==> config.mk <==
export PLATFORM = sky130hd
export DESIGN_NAME = bcd_countdown_timer
export DESIGN_NICKNAME = d
export VERILOG_FILES = /design/src/rtl/bcd_countdown_timer.sv
export SDC_FILE = /design/constraint.sdc
export NUM_CORES = 1
export LEC_CHECK = 0
export BUFFER_PORTS_ARGS = -buffer_cell sky130_fd_sc_hd__buf_2
export CELL_PAD_IN_SITES_DETAIL_PLACEMENT = 0
export CELL_PAD_IN_SITES_GLOBAL_PLACEMENT = 2
export CORE_MARGIN = 2
export CORE_UTILIZATION = 30
export CTS_BUF_LIST = sky130_fd_sc_hd__clkbuf_16
export DETAILED_ROUTE_END_ITERATION = 10
export PLACE_DENSITY_LB_ADDON = 0.3
export SLEW_MARGIN = 30
export SYNTH_ARGS = -nofsm -noshare
export SYNTH_HDL_FRONTEND = slang
export SYNTH_SLANG_ARGS = --single-unit
==> constraint.sdc <==
create_clock -name clk -period 5 [get_ports clk]
set_input_delay 1 -clock clk [delete_from_list [all_inputs] [get_ports clk]]
set_output_delay 1 -clock clk [all_outputs]
set_load 0.05 [all_outputs]
==> src/rtl/bcd_countdown_timer.sv <==
// MM:SS BCD countdown timer: loads a clamped BCD time and counts it down once per
// prescaled second, flagging expiry when the count reaches 00:00.
module bcd_countdown_timer #(
    parameter int TICK_DIV = 50_000_000,
    parameter int CNT_W    = 26
) (
    input  logic        clk,
    input  logic        reset,
    input  logic        load,
    input  logic [15:0] set_bin,
    input  logic        start,
    input  logic        pause,
    output logic [15:0] time_bcd,
    output logic        running,
    output logic        expired,
    output logic        expired_pulse
);

    typedef enum logic [1:0] {IDLE, RUN, PAUSED, EXPIRED} state_t;

    localparam logic [CNT_W-1:0] PRESC_MAX = CNT_W'(TICK_DIV - 1);

    state_t           state, state_nxt;
    logic [CNT_W-1:0] presc, presc_nxt;
    logic [15:0]      time_nxt, dec_val, load_val;
    logic             pulse_nxt, tick;

    function automatic logic [3:0] clamp(input logic [3:0] d, input logic [3:0] lim);
        return (d > lim) ? lim : d;
    endfunction

    // One-second BCD decrement with borrow; never called on 00:00.
    function automatic logic [15:0] bcd_dec(input logic [15:0] t);
        logic [15:0] r;
        r = t;
        if (t[3:0] != 4'd0) begin
            r[3:0] = t[3:0] - 4'd1;
        end else begin
            r[3:0] = 4'd9;
            if (t[7:4] != 4'd0) begin
                r[7:4] = t[7:4] - 4'd1;
            end else begin
                r[7:4] = 4'd5;
                if (t[11:8] != 4'd0) begin
                    r[11:8] = t[11:8] - 4'd1;
                end else begin
                    r[11:8]  = 4'd9;
                    r[15:12] = t[15:12] - 4'd1;
                end
            end
        end
        return r;
    endfunction

    assign load_val = {clamp(set_bin[15:12], 4'd9), clamp(set_bin[11:8], 4'd9),
                       clamp(set_bin[7:4], 4'd5), clamp(set_bin[3:0], 4'd9)};
    assign dec_val  = bcd_dec(time_bcd);
    assign tick     = (state == RUN) && (presc == PRESC_MAX);

    always_comb begin
        state_nxt = state;
        presc_nxt = presc;
        time_nxt  = time_bcd;
        pulse_nxt = 1'b0;
        if (load) begin
            state_nxt = IDLE;
            presc_nxt = '0;
            time_nxt  = load_val;
        end else begin
            case (state)
                IDLE: begin
                    if (start && time_bcd != 16'h0000) state_nxt = RUN;
                end
                RUN: begin
                    presc_nxt = tick ? '0 : presc + 1'b1;
                    if (tick) time_nxt = dec_val;
                    // Reaching zero wins over a coincident pause so PAUSED never holds 00:00.
                    if (tick && dec_val == 16'h0000) begin
                        state_nxt = EXPIRED;
                        pulse_nxt = 1'b1;
                    end else if (pause) begin
                        state_nxt = PAUSED;
                    end
                end
                PAUSED: begin
                    if (start && !pause) state_nxt = RUN;
                end
                default: ;
            endcase
        end
    end

    always_ff @(posedge clk) begin
        if (reset) begin
            state         <= IDLE;
            presc         <= '0;
            time_bcd      <= 16'h0000;
            expired_pulse <= 1'b0;
        end else begin
            state         <= state_nxt;
            presc         <= presc_nxt;
            time_bcd      <= time_nxt;
            expired_pulse <= pulse_nxt;
        end
    end

    assign running = (state == RUN);
    assign expired = (state == EXPIRED);

endmodule

## Word-level counts from Yosys, hierarchy flattened

Index checks and enable logic that the tools add are counted.

| storage, ports and cells | value |
|---|---|
| word-level logic and storage cells | 59 |
| flip-flop bits (word level) | 45 |
| output and inout port bits | 19 |
| input bits | 21 |

| operators by class | value |
|---|---|
| $add $sub $neg | 5 |
| muxes and demuxes | 20 |
| equal/unequal tests | 7 |
| bitwise gates (word level) | 1 |
| reductions and logical operators | 18 |
| magnitude comparators | 4 |

Operators by type and width:

| operator | number |
|---|---|
| 16-bit two-way mux | 3 |
| 4-bit two-way mux | 8 |
| 26-bit by 1-bit adder with 26-bit output, second input constant | 1 |
| 26-bit equality test, second input constant | 1 |
| 26-bit two-way mux | 1 |
| 16-bit zero test | 1 |
| 16-bit nonzero test | 1 |
| 4-bit by 1-bit subtractor with 4-bit output, second input constant | 4 |
| 4-bit > comparator, second input constant | 3 |
| 12-bit two-way mux | 1 |
| 4-bit nonzero test | 3 |
| 2-bit two-way mux | 4 |
| 8-bit two-way mux | 1 |
| 2-bit one-hot mux with 3 select lines | 1 |
| 2-bit equality test, second input constant | 2 |
| 4-bit by 3-bit > comparator with 1-bit output, second input constant | 1 |
| 1-bit logical AND | 4 |
| 2-bit inequality test, second input constant | 2 |
| 4-bit AND reduction | 1 |
| 2-bit nonzero test | 2 |
| 3-bit by 2-bit inequality test with 1-bit output, second input constant | 1 |
| 3-bit nonzero test | 1 |
| 3-bit OR reduction | 1 |
| 2-bit by 1-bit equality test with 1-bit output, second input constant | 1 |
| 6 further kinds | 6 |

## Longest topological paths before layout

Gate-level depths: netlist of run 1.

| depth | value |
|---|---|
| depth after elaboration | 8 |
| gate-level depth with buffers | 8 |
| depth with buffers taken out | 7 |

## Worst setup path after synthesis of run 1

OpenSTA, ideal clock, no wires.

| path | value |
|---|---|
| path type | register -> register |
| from | reg time_bcd[0] |
| to | reg state[0] |
| arrival | 2.000 ns |
| period minus slack after synthesis | 2.075 ns |
| data required time | 4.925 ns |
| setup time | 0.075 ns |
| slack | 2.925 ns |
| cell stages (with the launch flop) | 6 |
| buffers on the path | 0 |
| cell sequence | dfxtp_1 or4b_4 nor4b_2 nand2_1 or3_1 a31oi_1 |

| on the way | value |
|---|---|
| longest elaborated chain between the ends | 6 |
| elaborated cells between the ends (all ways) | 13 |
| classes of those cells | add/sub (1); eq/ne (2); mux (4); reduce/logical (6) |

RTL lines:

| element | line | RTL |
|---|---|---|
| start, declared | 13 | `output logic [15:0] time_bcd,` |
| start signal, assigned | 102 | `time_bcd <= time_nxt;` |
| 4-bit by 1-bit subtractor with 4-bit output / 4-bit nonzero test (equally long branches) | 37, 36 |  |
| 4-bit two-way mux / 12-bit two-way mux (equally long branches) | 36 | `if (t[3:0] != 4'd0) begin` |
| 16-bit zero test | 78 | `if (tick && dec_val == 16'h0000) begin` |
| 1-bit logical AND | 78 |  |
| 3-bit by 2-bit inequality test with 1-bit output (no line) / 2-bit two-way mux (equally long branches) | - |  |
| 4-bit AND reduction (no line) / 2-bit one-hot mux with 3 select lines (equally long branches) | - |  |
| end signal, assigned | 100 | `state <= state_nxt;` |
| end, declared | 23 | `state_t state, state_nxt;` |

Several ways; a longest one is shown, not always the timed one.
A chain may end at the register's enable or synchronous reset.

## Worst setup path in the final report of run 1

| path | value |
|---|---|
| from | reg presc[7] |
| to | reg presc[24] |

| on the way | value |
|---|---|
| longest elaborated chain between the ends | 3 |
| elaborated cells between the ends (all ways) | 4 |
| classes of those cells | add/sub (1); eq/ne (1); mux (1); reduce/logical (1) |

RTL lines:

| element | line | RTL |
|---|---|---|
| start, declared | 24 | `logic [CNT_W-1:0] presc, presc_nxt;` |
| start signal, assigned | 101 | `presc <= presc_nxt;` |
| parallel branches: the longest is 2 deep, another holds 26-bit by 1-bit adder with 26-bit output | - |  |
| 26-bit two-way mux * | 75 | `presc_nxt = tick ? '0 : presc + 1'b1;` |

Every way passes the cells marked *.

==> results.txt, run 1 <==
Num CTS Buffers: 5
Seq cells post-synth: 45
Max Cap Viol: 0
Hold Crit Class: reg2reg
Critical R2R Capture: presc[24]
Vias in the first global route: 2073
Status: completed
Num rows: 32
Crit Path Class: reg2reg
Area growth syn-to-layout: 16.5%
Slew headroom: 47.0%
Initial DRC Count: 50
CTS resizes: 0
H-Tree Depth: 2
Final Hold Vio Count: 0
Hold Buf Count CTS: 0
WL/cell: 14.2 um
Num ports: 40
FF-to-FF Start: presc[7]
Largest net degree at the start of global routing: 24
WP buf/inv: 0
Top-area cell type share of the netlist area: 36.8%
Worst Setup End Kind: flip-flop
Initial antenna violation count: 0
Post-CTS Setup Bufs: 0
Crit-path cells: nor4_1 -> nand4_1 -> or2_1 -> nand2_1 -> nor2_1
Die ar.: 0.00890 mm2
Final #Nets: 352
Setup TNS Final: 0 ns
Endpoints failing setup: 0
Fillers: 858
Area leader, netlist: dfxtp_1
WP data arrival: 2.90 ns
RSZ-0062 raised after global routing: no
Drt first pass iters: 4
Power per standard cell area: 283 mW/mm2
Hold path cells: 2
Core area: 0.00781 mm2
Clock slew seen by the registers of the worst setup and hold paths: 0.06 ns
Post-Synthesis Cells: 292
Achievable Freq: 0.361 GHz
Worst reg-to-reg setup slack: 2.23 ns
Share of cells above drive strength 1: 19.2%
HPWL Detailed: 4420 um
Worst Hold Launch: presc[25]
Final RePlAce weighted congestion: 0.755
Post-synth cell types: 45
Minimum clock period: 2.77 ns
Port Buffers: 39
TritonCTS clock tree: built
Die Wd: 94.3 um
Die Ht: 94.3 um
Maximum clock path buffer count: 2
Vias: 2181
Peak supply drop: 0.112 mV
Total grt overflow: 0
# DRC: 0
Reg2Reg Depth: 5
ANT nets after route: 0
DP Area: 0.00272 mm2
CTS Sinks: 45
Vias per cell: 5.07
Worst EP required: 5.14 ns
Worst path max stage delay: 0.66 ns
Root buffer cell: clkbuf_16
Ranking of synthesized cells by area: dfxtp_1 (37%), xnor2_1 (8.2%), nor2_1 (6.6%)
Starting Density: 31.4%
Total GRT Usage: 14.4%
Clock Skew: 0.00411 ns
Hold EP: presc[25]
Final Max Tran Viols: 0
Post-Syn Area: 0.00245 mm2
CP max FO: 23
Final antenna diode count: 0
WL final: 6120 um
Leakage: 1.01 nW
Mapped Nets: 316
Avg Inst Size Synth: 8.39 um2
CP startpoint kind: flip-flop
Slew @ Worst Pin: 0.793 ns
First-pass GRT wire length: 10200 um
Worst Setup SP: presc[7]
Post-route cell area: 0.00285 mm2
Skew-Pair Late Insertion Delay: 0.28 ns
CP max stage cell: nand2_1
Period utilization: 55.3%
Finished Core Util: 36.5%
Yosys warning count: 0
CP top delay family: simple AND/OR/NAND/NOR gates
Sequential area share after synthesis: 36.8%
Post-layout power: 0.000807 W
[state kept, by name (all words and copies together) (netlist names)]
| signal | count |
|---|---|
| state | 2 |
| expired_pulse | 1 |
| time_bcd | 16 |
| presc | 26 |
[stage by stage]
step	hold WS [ns]	worst slack, ns	std cells
after CTS	0.494	2.18	430
after floorplan	0.450	2.92	292
after global placement	0.478	2.24	423
after detailed placement	0.483	2.21	423
final	0.494	2.23	430
after global routing	0.536	1.97	430
[cells in the final DEF (no fill, tap or decap), drive strengths merged, types with 3 or more instances in the layout]
cell	count
dfxtp	45
nor2	43
buf	39
nand2	24
xnor2	23
nor4	16
nand3	13
nor3	13
o21ai	12
inv	10
a21oi	10
mux2i	7
xor2	6
nand2b	5
nand4	5
or3	5
a211oi	5
a31oi	5
clkbuf	5
and3	4
or2	4
and4	3
o31a	3
nor2b	3
ha	3
[power breakdown]
part	leakage, nW	internal (W)	total [W]	switching [W]
clock	0.0711	0.000182	0.000319	0.000137
sequential	0.366	0.000367	0.000382	0.0000153
combinational	0.571	0.0000362	0.000106	0.0000697
[synth_stat cells (all sizes together)]
cell type  number
a21oi          10
and4b           2
nand3          13
o31a            3
nand3b          1
mux2i           7
o21ai          12
nor4           16
xor2            6
a31oi           5
or2             4
and3            4
nor2b           3
nand2b          5
or4b            2
buf             6
nor2           43
a21o            1
nor4b           2
xnor2          23
nor3           13
or3             5
inv             9
ha              3
and2            2
o211ai          1
o21a            2
nand2          24
nand4           5
o31ai           1
and4            3
clkbuf          4
dfxtp          45
o21bai          1
a211oi          5
a221oi          1
[layout make-up]
cell class	instances	area (um2)	share of cell area, %
clock buffers	5	125	4.39
clock inverters	2	12.5	0.439
inverters	9	33.8	1.18
multi-input cells	228	1460	51.1
flip-flops and latches	45	901	31.6
well taps	102	128	4.47
repair buffers	39	195	6.84
[metal layers]
| layer | wire length (um) | vias to the layer above | global-route usage (%) |
|---|---|---|---|
| met4 | 96 | 0 | 4.35 |
| met3 | 180 | 7 | 2.55 |
| met2 | 2640 | 31 | 21.8 |
| met1 | 3200 | 1034 | 20.8 |
| met5 | 0 | - | 0 |
| li1 | - | 1109 | - |
[worst register-to-register path, cell delays in order (launching register included)]
cell     delay, ns
dfxtp_1       0.36
nor4_1        0.29
nand4_1       0.57
or2_1         0.61
nand2_1       0.67
nor2_1        0.13
[worst max-delay path by stage]
stage                      endpoint  slack [ns]  depth (start not counted)
final                     presc[24]        2.23                          5
after global routing      presc[24]        1.97                          5
after CTS                 presc[24]        2.18                          5
after detailed placement   presc[4]        2.21                          5
after global placement     presc[0]        2.24                          4
after floorplan            state[0]        2.92                          5
[cells by family (layout without fill, tap and decap cells)]
kind of cell | after synthesis | count (layout) | synth area share (%)
AOI/OAI and AO/OA | 42 | 42 | 10.6
xor gates and xnor gates | 29 | 29 | 10.4
muxes | 7 | 7 | 2.86
and+or+nand+nor | 147 | 147 | 34.2
DFF | 45 | 45 | 36.8
buffers and inverters | 19 | 55 | 3.68
adders and majority gates | 3 | 3 | 1.53
No activity file was read; power rests on OpenSTA's default activity.
==> run 2, diff against run 1 <==
- ABC_AREA: not set -> 1
- clock period: 5 -> 2.9 ns (I/O delays scaled with it)
==> results.txt, run 2 <==
Final Hold Vio Count: 0 (unchanged)
Fillers: 969 (+13%)
CTS Sinks: 45 (unchanged)
Num CTS Buffers: 5 (unchanged)
Die Wd: 99.0 um (+5.0%)
Peak supply drop: 0.276 mV (+150%)
Endpoints failing setup: 0 (unchanged)
Worst Setup End Kind: flip-flop
Root buffer cell: clkbuf_16
Dpl cells: 565 (+34%)
Hold Crit Class: reg2reg
Seq cells post-synth: 45 (unchanged)
Ranking of synthesized cells by area: dfxtp_1 (33%), nand2_1 (12%), inv_1 (8.2%)
Switch Pwr: 0.000469 W (+110%)
Total GRT Usage: 17.4% (+3.0 points)
Initial antenna violation count: 0 (unchanged)
Sequential area share after synthesis: 33.2% (-3.6 points)
Largest net degree at the start of global routing: 19 (-21%)
Initial DRC Count: 115 (+130%)
Period utilization: 75.4% (+20 points)
Share of cells above drive strength 1: 14.6% (-4.6 points)
Achievable Freq: 0.457 GHz (+27%)
Leakage: 1.35 nW (+34%)
Minimum clock period: 2.19 ns (-0.581 ns)
Post-layout power: 0.00150 W (+86%)
Reg area: 901 um2 (unchanged)
Slew @ Worst Pin: 0.442 ns (-0.351 ns)
Mapped Nets: 446 (+41%)
CP max FO: 11 (-52%)
TritonCTS clock tree: built
Combinational fraction of design power: 20.2% (+7.1 points)
EDFF count, synth: 0 (unchanged)
Asr flop ratio synth: 0% (unchanged)
Post-synth top cells: nand2_1 (85), inv_1 (59), nor2_1 (58)
Final cell count without fillers: 573 (+33%)
Die Ht: 99.0 um (+5.0%)
Skew-Pair Late Insertion Delay: 0.28 ns (about the same)
Most frequent cells in the layout: nand2_1 (85), inv_1 (62), nor2_1 (58)
Vias: 2871 (+32%)
Yosys warning count: 0 (unchanged)
H-Tree Depth: 2 (unchanged)
Int Pwr: 0.00103 W (+77%)
CTS resizes: 0 (unchanged)
Clock share of power: 36.0% (-3.5 points)
Post-CTS Setup Bufs: 0 (unchanged)
Crit-path cells: nor2_4 -> inv_4 -> nor4_1 -> nand3_1 -> nand2_2 -> nor2_1 -> buf_4 -> inv_2 -> a21oi_1 -> o21a_1
CP max stage cell: dfxtp_1
Drt first pass iters: 6 (+2)
Area of the multi-input gates: 0.00152 mm2 (+4.5%)
ANT nets after route: 0 (unchanged)
Final Max Tran Viols: 0 (unchanged)
Worst path max stage delay: 0.37 ns (-0.29 ns)
Post-Syn Area: 0.00271 mm2 (+11%)
Maximum clock path buffer count: 2 (unchanged)
RSZ-0062 raised after global routing: no
Crit Path Class: reg2reg
Largest regs: presc x26, time_bcd x16, state x2
Area growth syn-to-layout: 16.7%
Final #Nets: 488 (+39%)
Final antenna diode count: 0 (unchanged)
WP buf/inv: 3 (+3)
First-pass GRT wire length: 13700 um (+34%)
Clock slew seen by the registers of the worst setup and hold paths: 0.06 ns (about the same)
Commonest non-fill, non-tap cell in the layout: nand2_1
Worst EP required: 3.08 ns (-2.06 ns)
WP data arrival: 2.37 ns (-0.53 ns)
Worst reg-to-reg setup slack: 0.71 ns (-1.52 ns)
HPWL Detailed: 6340 um (+43%)
WL/cell: 14.1 um (-1.1%)
Core area: 0.00872 mm2 (+12%)
Top reg by flops: presc
Register share of total power: 43.8% (-3.5 points)
Avg Inst Size Synth: 6.42 um2 (-23%)
Hold Buf Count CTS: 0 (unchanged)
Vias in the first global route: 2796 (+35%)
Die ar.: 0.00981 mm2 (+10%)
Clock Skew: 0.00474 ns (+0.000629 ns)
Starting Density: 31.1% (-0.29 points)
CP top delay family: simple AND/OR/NAND/NOR gates
Status: completed
Area leader, netlist: dfxtp_1
Port Buffers: 39 (unchanged)
Vias per cell: 5.01 (-1.2%)
Num ports: 40 (unchanged)
Max FFs per register: 26 (unchanged)
Final RePlAce weighted congestion: 0.856 (+13%)
Max Cap Viol: 0 (unchanged)
Top-area cell type share of the netlist area: 33.2% (-3.6 points)
Post-Synthesis Cells: 422 (+45%)
Post-synth cell types: 42 (-6.7%)
Slew headroom: 70.2% (+23 points)
Num rows: 34 (+6.3%)
# DRC: 0 (unchanged)
WL final: 8060 um (+32%)
Net Sw Frac: 31.2% (+3.7 points)
Power per standard cell area: 475 mW/mm2 (+68%)
Top-count cell post-synth: nand2_1
CP startpoint kind: flip-flop
Setup TNS Final: 0 ns (unchanged)
Total grt overflow: 0 (unchanged)
Most common flop cell mapped by yosys: dfxtp_1
==> run 2: cell types whose count changed in the layout (fill, tap and decap cells not counted), moves of 5 or more <==
cell	previous run	this run
a21oi_1	10	22
inv_1	10	62
inv_2	0	7
mux2i_1	7	0
nand2_1	24	85
nand2b_1	5	0
nand3_1	11	31
nand4_1	5	12
nor2_1	43	58
nor3_1	11	16
nor4_2	6	0
o21ai_0	11	18
o21ai_1	1	6
xnor2_1	23	0
==> run 2: cell type report <==
class / count / area share, %
multi-input cells: 303 / 48.1
flip-flops and latches: 45 / 28.5
inverters: 68 / 8.15
repair buffers: 41 / 6.65
well taps: 108 / 4.27
clock buffers: 5 / 3.96
clock inverters: 3 / 0.356
==> run 2: worst register-to-register path, cell delays in order, from the launching register on <==
cell and delay, ns:
dfxtp_1 0.37, nor2_4 0.31, inv_4 0.12, nor4_1 0.32, nand3_1 0.26, nand2_2 0.12
nor2_1 0.05, buf_4 0.18, inv_2 0.19, a21oi_1 0.07, o21a_1 0.10
==> run 2: cell families (layout without fill, tap and decap cells) <==
group | count (synthesis) | count (layout) | share of synthesized area, %
fa+ha+maj | 3 | 3 | 1.39
simple gates | 223 | 223 | 37.6
compound gates | 74 | 74 | 16.3
flops | 45 | 45 | 33.2
buf+inv | 74 | 117 | 10.6
xor+xnor | 3 | 3 | 0.970
==> run 2: worst paths after layout <==
path / start / end / depth (start not counted)
worst min register to register: presc[2] / presc[2] / 2
worst max register to register: state[1] / presc[24] / 10
worst min-delay path: presc[2] / presc[2] / 2
worst max-delay path: state[1] / presc[24] / 10
==> run 2: per-layer routing <==
| layer | routed length (um) | GRT usage, % | up-vias | share of wire [%] |
|---|---|---|---|---|
| met5 | 0 | 0 | - | 0 |
| met4 | 229 | 6.43 | 0 | 2.8 |
| met3 | 390 | 3.12 | 17 | 4.8 |
| met2 | 3770 | 28.2 | 89 | 47 |
| met1 | 3660 | 23.1 | 1276 | 45 |
| li1 | - | - | 1489 | - |
==> run 2: power by group through the flow <==
stage | combinational (W) | clock [W] | sequential [W]
finish | 0.000304 | 0.000541 | 0.000659
global placement | 0.000307 | 0 | 0.000672
floorplan | 0.000176 | 0 | 0.000715
detailed placement | 0.000304 | 0 | 0.000672
global route | 0.000339 | 0.000592 | 0.000661
CTS | 0.000305 | 0.000559 | 0.000658
==> run 2: per-stage QoR <==
stage                     cell area, um2  util, %  setup slack [ns]  hold slack [ns]
after floorplan                     2710        -              1.00            0.443
after global placement              3030     34.7             0.693            0.461
after detailed placement            3030     34.7             0.697            0.475
after CTS                           3160     36.3             0.685            0.487
after global routing                3160     36.3             0.484            0.525
final                               3160     36.3             0.714            0.485
==> run 3, diff against run 2 <==
- ABC_AREA: 1 -> 0
- clock period: 2.9 -> 2.3 ns (I/O delays scaled with it)
==> results.txt, run 3 (synthesized netlist as in run 1, its figures left out) <==
Status: completed
Vias: 2176 (-24%)
Crit-path cells: ha_1 -> and4b_1 -> nand3_2 -> or2_1 -> nand2_1 -> buf_4 -> nor2_1
Period utilization: 90.3% (+15 points)
Share of cells above drive strength 1: 21.3% (+6.7 points)
WP data arrival: 2.25 ns (-0.12 ns)
Critical R2R Capture: presc[7]
Final antenna diode count: 0 (unchanged)
Die ar.: 0.00890 mm2 (-9.3%)
ANT nets after route: 0 (unchanged)
WL/cell: 14.1 um (+0.12%)
Net Sw Frac: 26.0% (-5.2 points)
Drt first pass iters: 4 (-2)
Setup ws final: 0.222 ns (-0.492 ns)
RSZ-0062 raised after global routing: no
CP max stage cell: dfxtp_1
HPWL Detailed: 4550 um (-28%)
Largest regs: presc x26, time_bcd x16, state x2
Final RePlAce weighted congestion: 0.762 (-11%)
Most frequent cells in the layout: dfxtp_1 (45), nor2_1 (43), buf_2 (39)
Clock share of power: 42.9% (+6.9 points)
Final Hold Vio Count: 0 (unchanged)
Worst Setup End Kind: flip-flop
Worst Hold Launch: set_bin[2]
CTS Sinks: 45 (unchanged)
Num rows: 32 (-5.9%)
Vias in the first global route: 2004 (-28%)
CP startpoint kind: flip-flop
Power per standard cell area: 637 mW/mm2 (+34%)
Clock slew seen by the registers of the worst setup and hold paths: 0.06 ns (about the same)
Reg2Reg Depth: 7 (-3)
Worst reg-to-reg setup slack: 0.22 ns (-0.49 ns)
Endpoints failing setup: 0 (unchanged)
Skew-Pair Late Insertion Delay: 0.29 ns (about the same)
Worst EP required: 2.47 ns (-0.61 ns)
WL final: 6190 um (-23%)
Hold path cells: 3 (+1)
WHS: 0.384 ns (-0.101 ns)
Slew @ Worst Pin: 0.540 ns (+0.0977 ns)
Worst path max stage delay: 0.38 ns (about the same)
# DRC: 0 (unchanged)
Register share of total power: 44.0% (+0.2 points)
Fillers: 835 (-14%)
Largest net degree at the start of global routing: 17 (-2)
FF-to-FF Start: presc[0]
Top reg by flops: presc
Max Cap Viol: 0 (unchanged)
Hold Crit Class: in2reg
Total GRT Usage: 14.6% (-2.8 points)
Minimum clock period: 2.08 ns (-0.108 ns)
Die Ht: 94.3 um (-4.7%)
Num ports: 40 (unchanged)
Maximum clock path buffer count: 2 (unchanged)
Max FFs per register: 26 (unchanged)
CP top delay family: simple AND/OR/NAND/NOR gates
CTS resizes: 0 (unchanged)
Int Pwr: 0.00139 W (+34%)
Die Wd: 94.3 um (-4.7%)
Final Max Tran Viols: 0 (unchanged)
Initial antenna violation count: 0 (unchanged)
First-pass GRT wire length: 10100 um (-26%)
Commonest non-fill, non-tap cell in the layout: dfxtp_1
Hold EP: time_bcd[2]
Vias per cell: 4.95 (-1.3%)
WP buf/inv: 1 (-2)
Peak supply drop: 0.246 mV (-11%)
Starting Density: 31.4% (+0.29 points)
Total grt overflow: 0 (unchanged)
TritonCTS clock tree: built
Combinational fraction of design power: 13.1% (-7.1 points)
Slew headroom: 64.0% (-6.3 points)
Core area: 0.00781 mm2 (-10%)
Achievable Freq: 0.481 GHz (+5.2%)
Switch Pwr: 0.000488 W (+4.1%)
Root buffer cell: clkbuf_16
Setup TNS Final: 0 ns (unchanged)
Post-CTS Setup Bufs: 0 (unchanged)
Num CTS Buffers: 5 (unchanged)
Final #Nets: 361 (-26%)
Initial DRC Count: 115 (unchanged)
Crit Path Class: reg2reg
Pre-CTS setup slack: 0.215 ns (-0.483 ns)
Hold Buf Count CTS: 0 (unchanged)
Port Buffers: 39 (unchanged)
Clock Skew: 0.00919 ns (+0.00446 ns)
Area growth syn-to-layout: 20.3%
Leakage: 1.06 nW (-22%)
CP max FO: 12 (+1)
H-Tree Depth: 2 (unchanged)
run 3: changes by cell type in the layout (fill, tap and decap cells not counted), sizes merged, moves of 12 or more:
cell	before	now
o21ai	24	12
a21oi	24	10
nor2	65	43
nand2	89	24
xnor2	0	23
inv	70	10
nand3	31	13
run 3: worst max path at each step:
stage	start	to	slack, ns	cells past startpoint
floorplan	time_bcd[0]	state[0]	0.22	5
global placement	presc[0]	presc[12]	0.30	7
detailed placement	presc[0]	presc[7]	0.21	7
CTS	presc[0]	presc[7]	0.19	7
global route	presc[0]	presc[7]	0.05	7
finish	presc[0]	presc[7]	0.22	7
run 3: power groups by stage:
| stage | combinational, W | clock [W] | sequential, W |
|---|---|---|---|
| floorplan | 0.000114 | 0 | 0.000897 |
| global placement | 0.000247 | 0 | 0.000844 |
| detailed placement | 0.000247 | 0 | 0.000843 |
| CTS | 0.000248 | 0.000819 | 0.000826 |
| global route | 0.000268 | 0.000862 | 0.000829 |
| finish | 0.000246 | 0.000805 | 0.000826 |
run 3: worst reg2reg max path, delay by kind of cell, from the launching register on:
kind	cells	cell delay [ns]
DFF	1	0.38
adders and majority gates	1	0.18
and+or+nand+nor	5	1.15
buffers and inverters	1	0.25
run 3: routing by layer:
metal / vias to the layer above / share of wire [%] / track usage (%)
met1: 1018 / 51 / 21.4
met2: 33 / 44 / 21.5
met4: 0 / 1.2 / 4.35
met3: 5 / 3.7 / 3.11
met5: - / 0 / 0
li1: 1120 / - / -
run 3: final cells by class:
class | count | area [um2] | share of cell area [%]
clock inverter | 3 | 37.5 | 1.27
tap | 102 | 128 | 4.33
multi-input combinational | 228 | 1460 | 49.5
clock buffer | 5 | 125 | 4.25
sequential | 45 | 901 | 30.6
timing repair buffer | 48 | 263 | 8.92
inverter | 9 | 33.8 | 1.15
run 3: metrics by stage:
stage | std cells | util (%) | power [W] | cell area [um2]
2_1_floorplan | 292 | - | 0.00101 | 2450
3_3_place_gp | 432 | 35.6 | 0.00109 | 2780
3_5_place_dp | 432 | 35.6 | 0.00109 | 2780
4_1_cts | 440 | 37.7 | 0.00189 | 2950
5_1_grt | 440 | 37.7 | 0.00196 | 2950
6_report | 440 | 37.7 | 0.00188 | 2950
